`config.mk`:
```
export PLATFORM = sky130hd
export DESIGN_NAME = exc_ctrl
export DESIGN_NICKNAME = d
export VERILOG_FILES = /design/src/rtl/exc_ctrl.sv
export SDC_FILE = /design/constraint.sdc
export NUM_CORES = 1
export LEC_CHECK = 0
export BUFFER_PORTS_ARGS = -buffer_cell sky130_fd_sc_hd__buf_4
export CAP_MARGIN = 5
export CELL_PAD_IN_SITES_DETAIL_PLACEMENT = 0
export CELL_PAD_IN_SITES_GLOBAL_PLACEMENT = 1
export CORE_AREA = 2 2 104 106
export CTS_BUF_LIST = sky130_fd_sc_hd__clkbuf_4 sky130_fd_sc_hd__clkbuf_8
export DETAILED_ROUTE_END_ITERATION = 7
export DIE_AREA = 0 0 106 108
export GPL_ROUTABILITY_DRIVEN = 0
export GPL_TIMING_DRIVEN = 0
export PLACE_DENSITY = 0.84
export SETUP_SLACK_MARGIN = 0.1
export SYNTH_ARGS = -nofsm -noshare
export SYNTH_HDL_FRONTEND = slang
export SYNTH_SLANG_ARGS = --single-unit
export TNS_END_PERCENT = 1
```
`constraint.sdc`:
```
create_clock -name clk -period 3.1 [get_ports clk]
set_clock_uncertainty 0.15 [all_clocks]
set_input_delay 0.155 -clock clk [delete_from_list [all_inputs] [get_ports clk]]
set_output_delay 0.155 -clock clk [all_outputs]
set_load 0.01 [all_outputs]
```
`src/rtl/exc_ctrl.sv`:
```
// Exception controller for the single-cycle LEGv8 core: captures ELR/ESR, redirects
// fetch to the handler vector, queues one external IRQ and halts on a double fault.
module exc_ctrl #(
   parameter int             N      = 64,
   parameter logic [N-1:0]   VECTOR = N'(64'hD8)
) (
   input  logic         clk,
   input  logic         reset,
   input  logic         ExtIRQ,
   input  logic         NotAnInstr,
   input  logic         ERet,
   input  logic [N-1:0] PC,
   output logic         Squash,
   output logic [1:0]   PCSel,
   output logic [N-1:0] ExcVector,
   output logic [N-1:0] ELR,
   output logic [3:0]   ESR,
   output logic         ExtAck,
   output logic         InHandler,
   output logic         Halt
);

   typedef enum logic [1:0] {RUN = 2'd0, HANDLER = 2'd1, HALT = 2'd2} state_t;

   localparam logic [1:0] SEL_SEQ = 2'b00;
   localparam logic [1:0] SEL_VEC = 2'b01;
   localparam logic [1:0] SEL_ELR = 2'b10;

   localparam logic [3:0] CAUSE_IRQ = 4'b0001;
   localparam logic [3:0] CAUSE_UND = 4'b0010;

   state_t state;
   logic   irq_d, pend, rise, take_irq, exc;

   assign rise      = ExtIRQ & ~irq_d;
   assign ExcVector = VECTOR;
   assign InHandler = (state != RUN);
   assign Halt      = (state == HALT);

   // Redirect and squash are combinational so entry/return costs no extra cycle.
   always_comb begin
      exc      = 1'b0;
      take_irq = 1'b0;
      Squash   = 1'b0;
      PCSel    = SEL_SEQ;
      case (state)
         RUN: begin
            exc      = pend | NotAnInstr | ERet;
            take_irq = pend;
            if (exc) begin
               Squash = 1'b1;
               PCSel  = SEL_VEC;
            end
         end
         HANDLER: begin
            if (NotAnInstr)
               Squash = 1'b1;
            else if (ERet)
               PCSel = SEL_ELR;
         end
         HALT:    Squash = 1'b1;
         default: ;
      endcase
   end

   always_ff @(posedge clk) begin
      if (reset) begin
         state  <= RUN;
         ELR    <= '0;
         ESR    <= '0;
         ExtAck <= 1'b0;
         pend   <= 1'b0;
         irq_d  <= 1'b0;
      end else begin
         irq_d  <= ExtIRQ;
         // A new edge arriving with the take keeps the request queued.
         pend   <= rise | (pend & ~take_irq);
         ExtAck <= take_irq;
         case (state)
            RUN: begin
               if (exc) begin
                  ELR   <= PC;
                  ESR   <= pend ? CAUSE_IRQ : CAUSE_UND;
                  state <= HANDLER;
               end
            end
            HANDLER: begin
               if (NotAnInstr)
                  state <= HALT;
               else if (ERet) begin
                  ESR   <= '0;
                  state <= RUN;
               end
            end
            HALT:    state <= HALT;
            default: state <= RUN;
         endcase
      end
   end

endmodule

```
Word-level counts from Yosys, hierarchy flattened
Index checks and enable logic that the tools add are counted.
{"block": "op_classes", "n_eq_ne": 6, "muxes": 18, "n_bitwise": 7, "reduce_logical": 6}
{"cell": "two-way mux 2 bit", "n": 6}
{"cell": "two-way mux 4 bit", "n": 3}
{"cell": "one-hot mux 4 bit (2 select lines)", "n": 1}
{"cell": "inequality test 2 bit (second input constant)", "n": 3}
{"cell": "one-hot mux 2 bit (3 select lines)", "n": 1}
{"cell": "two-way mux 1 bit", "n": 5}
{"cell": "one-hot mux 2 bit (2 select lines)", "n": 1}
{"cell": "AND reduction 2 bit", "n": 2}
{"cell": "AND reduction 4 bit", "n": 1}
{"cell": "nonzero test 2 bit", "n": 2}
{"cell": "inequality test 3 bit (second input constant)", "n": 1}
{"cell": "OR 1 bit", "n": 3}
{"cell": "one-hot mux 1 bit (3 select lines)", "n": 1}
{"cell": "bitwise AND 1 bit", "n": 2}
{"cell": "equality test 2 x 1 -> 1 bit (second input constant)", "n": 1}
{"cell": "equality test 2 bit (second input constant)", "n": 1}
{"cell": "logical NOT 2 bit", "n": 1}
{"cell": "NOT 1 bit", "n": 2}
{"block": "word_totals", "regBits": 73, "input_bits": 69, "out_inout_bits": 138, "elab_cells": 43}

Longest topological paths before layout
{"block": "depth", "ltp_word": 5, "depth_mapped": 6, "mapped_depth_nobuf": 3}

Least setup slack after synthesis
OpenSTA, ideal clock, no wires.
{"block": "synth_timing", "path_type": "register to register", "start": "register state[1]", "end": "register ELR[0]", "setup_ps": 72, "t_arrival_ps": 1232, "required_time_ps": 2878, "slack_ps": 1646, "path_stages_with_launch": 7, "n_path_buf": 3, "period_less_slack_ps": 1454, "cell_sequence": "dfxtp_1 > buf_2 > nor2_1 > o21a_1 > buf_6 > buf_6 > mux2i_1"}
{"block": "synth_via", "elab_chain_len": 3}
{"element": "from (decl)", "line_no": "32", "text": "state_t state;"}
{"element": "from (signal assigned)", "line_no": "68", "text": "state <= RUN;"}
{"element": "from (signal assigned)", "line_no": "84", "text": "state <= HANDLER;"}
{"element": "from (signal assigned)", "line_no": "89", "text": "state <= HALT;"}
{"element": "logical NOT 2 bit *", "line_no": "46, 79"}
{"element": "two-way mux 1 bit", "line_no": "46", "text": "case (state)"}
{"element": "AND reduction 2 bit (no source line) *"}
{"element": "to (signal assigned)", "line_no": "69", "text": "ELR <= '0;"}
{"element": "to (signal assigned)", "line_no": "82", "text": "ELR <= PC;"}
{"element": "to (decl)", "line_no": "16", "text": "output logic [N-1:0] ELR,"}
Mark *: on every way between the ends. The rest lies on a longest branch, timed or not.
A chain may end at the register's enable or synchronous reset.

==> reports/results.ini <==
[detailed_routing]
drc_errors = 0
vias_per_cell = 4.03
totalWireLength_microns = 9660
num_vias = 3238
ant_nets = 0
drtIter0Drc = 76
routedWlPerCell_microns = 12.0
drt-pass1-iter-count = 4

[worst_setup_path]
crit_path_max_fanout = 10
worstPathRequired_ns = 3.21
crit_type = in2reg
endpoint_kind = flip-flop
reg2reg_from = state[1]$_SDFFE_PP0P_
r2r_end = ELR[4]$_SDFFE_PP0P_
start_kind = primary input
rr_worst_depth = 6
cp.arrival_ns = 2.07
ff2ff_setup_slack_ns = 1.42

[hold_path]
hold-path-cell-count = 3
hp-start = ERet
min_path_type = in2reg
min_to = state[0]$_SDFFE_PP0P_

[timing]
slew_headroom = 0.638
setup_viol = 0
fin_crit_sh = 0.633
drv_slew = 0
finalSetupTns_ns = 0
fmax_ghz = 0.510
min_period_ns = 1.96
finalHoldViolCount = 0
whs_ns = 0.0437
tightest_slew_ns = 0.543
finalWorstSetupSlack_ns = 1.14
rsz0062_at_grt = no

[logic_synthesis]
ys_types = 22
synth_edf_count = 0
synthFlopType = dfxtp_1
netlist.area_leader.share = 0.425
synth_area_sq_mm = 0.00334
postSynthAreaPerCell_sq_um = 8.76
synthTopCellsByArea = dfxtp_1 (42%), mux2i_1 (19%), buf_4 (15%)
async_reset_ff_frac = 0
synth_cells = 382
synth_seq_area_share = 0.425
synth_largest_area_cell = dfxtp_1
post-synth-top-count-cell = nand2_1
synth-seq-cells = 71
synth_warnings = 0
ys_top_cells_by_count = nand2_1 (129), dfxtp_1 (71), buf_4 (67)

[floorplanning]
die_w_microns = 106
die_h_microns = 108
die_area_sq_mm = 0.0114
io_pins = 207
placeableCoreArea_sq_mm = 0.0102
start_util = 0.327
rows = 37

[global_routing]
grt_use_total = 0.160
grtUsageMet1 = 0.176
grt_max_degree = 11
met3_usage = 0.0518
grt_pass1_vias = 3125
grt_antenna_before_repair = 0
met2_usage = 0.286
grt_pass1_wl_microns = 14500
grt-busiest-layer = met2
grt.overflow.total = 0

[place]
dp_hpwl_microns = 6410
dp_cells = 722
preCtsSetupSlack_ns = 1.34
numPortBuffers = 140

[finish]
fin_cells = 803
drive_gt1_frac = 0.351
n_fill_cell = 915
fin_nets = 733
area_delta_synth_final_pct = 69.3
antenna_cells = 0

[clocking]
cts_sinks = 71
path_clk_slew_ns = 0.08
cts_resized = 0
cts_made_buffers = 9
clkLatencyLatePin_ns = 0.33
clk_path_buf_depth = 2
htree_levels = 3
cts_tree = built
cts_root_buf = clkbuf_8

[pwr]
ir_drop_v = 0.000185
p_per_area_mw_per_mm2 = 443
leakage_nw = 2.97

[run_status]
outcome = completed

[flow_run]
cap_violations = 0

-- through the flow --
stage,util,power (W),cell area [sq um]
3_5_place_dp,0.470,0.00175,4810
4_1_cts,0.554,0.00253,5660
5_1_grt,0.554,0.00264,5660
2_1_floorplan,-,0.00147,3580
6_report,0.554,0.00251,5660
3_3_place_gp,0.470,0.00173,4810
-- worst max-delay path by stage --
stage / start / endpoint / depth (start not counted) / slack [ns]
6_report: reset / ELR[63]$_SDFFE_PP0P_ / 7 / 1.14
5_1_grt: reset / ELR[11]$_SDFFE_PP0P_ / 7 / 0.99
4_1_cts: reset / ELR[10]$_SDFFE_PP0P_ / 7 / 1.15
3_5_place_dp: reset / ELR[10]$_SDFFE_PP0P_ / 6 / 1.34
3_3_place_gp: reset / ELR[10]$_SDFFE_PP0P_ / 6 / 1.34
2_1_floorplan: state[1]$_SDFFE_PP0P_ / ELR[0]$_SDFFE_PP0P_ / 6 / 1.65
-- kinds of logic (layout without fill, tap and decap cells) --
group,count (synthesis),after routing,synth area share
multiplexers,64,64,0.192
AO/OA/AOI/OAI,10,10,0.0183
buffers and inverters,92,313,0.194
other,2,66,0.00225
flip-flops,71,71,0.425
AND/OR/NAND/NOR,143,143,0.169
-- registers in the layout, indices dropped and copies added, names as in the netlist --
name / count
ELR: 64
ESR: 2
ExtAck: 1
irq_d: 1
pend: 1
state: 2
-- what timing repair did --
item                      CTS  global route
buffers inserted            0             0
hold buffers               67             0
hold endpoints to repair   70             0
-- worst max-delay path: stages --
cell and delay [ns]:
dlygate4sd3_1 0.53, buf_4 0.16, inv_1 0.08, clkbuf_1 0.43, clkbuf_1 0.41, nand2_1 0.12
mux2i_1 0.17
-- layout make-up --
type | instances | area, sq um | share of cell area
Timing Repair Buffer | 207 | 1720 | 0.304
Tap cell | 136 | 170 | 0.0300
Inverter | 3 | 11.3 | 0.00199
Clock buffer | 14 | 186 | 0.0329
Multi-Input combinational cell | 283 | 1520 | 0.268
Sequential cell | 71 | 1420 | 0.251
Buffer | 89 | 637 | 0.112
-- power breakdown --
part           internal (W)  switching [W]  leakage [nW]
Sequential          0.00101      0.0000508         0.587
Clock              0.000379       0.000327        0.0981
Combinational      0.000412       0.000329          2.29
-- layer usage --
metal	routed length, microns	vias to the layer above
met5	0	-
met4	120	0
met3	700	11
met2	5030	129
met1	3810	1461
li1	-	1637
-- placed cells by master (no fill, tap or decap), drive strengths merged, types with 3 or more instances in the layout --
cell	Yosys	final
dlygate4sd3	0	67
nor3	4	4
nor2b	3	3
mux2i	64	64
clkbuf	11	25
buf	78	218
conb	2	66
inv	3	3
nand2	129	129
dfxtp	71	71
a21oi	5	5
No activity file was read; power rests on OpenSTA's default activity.
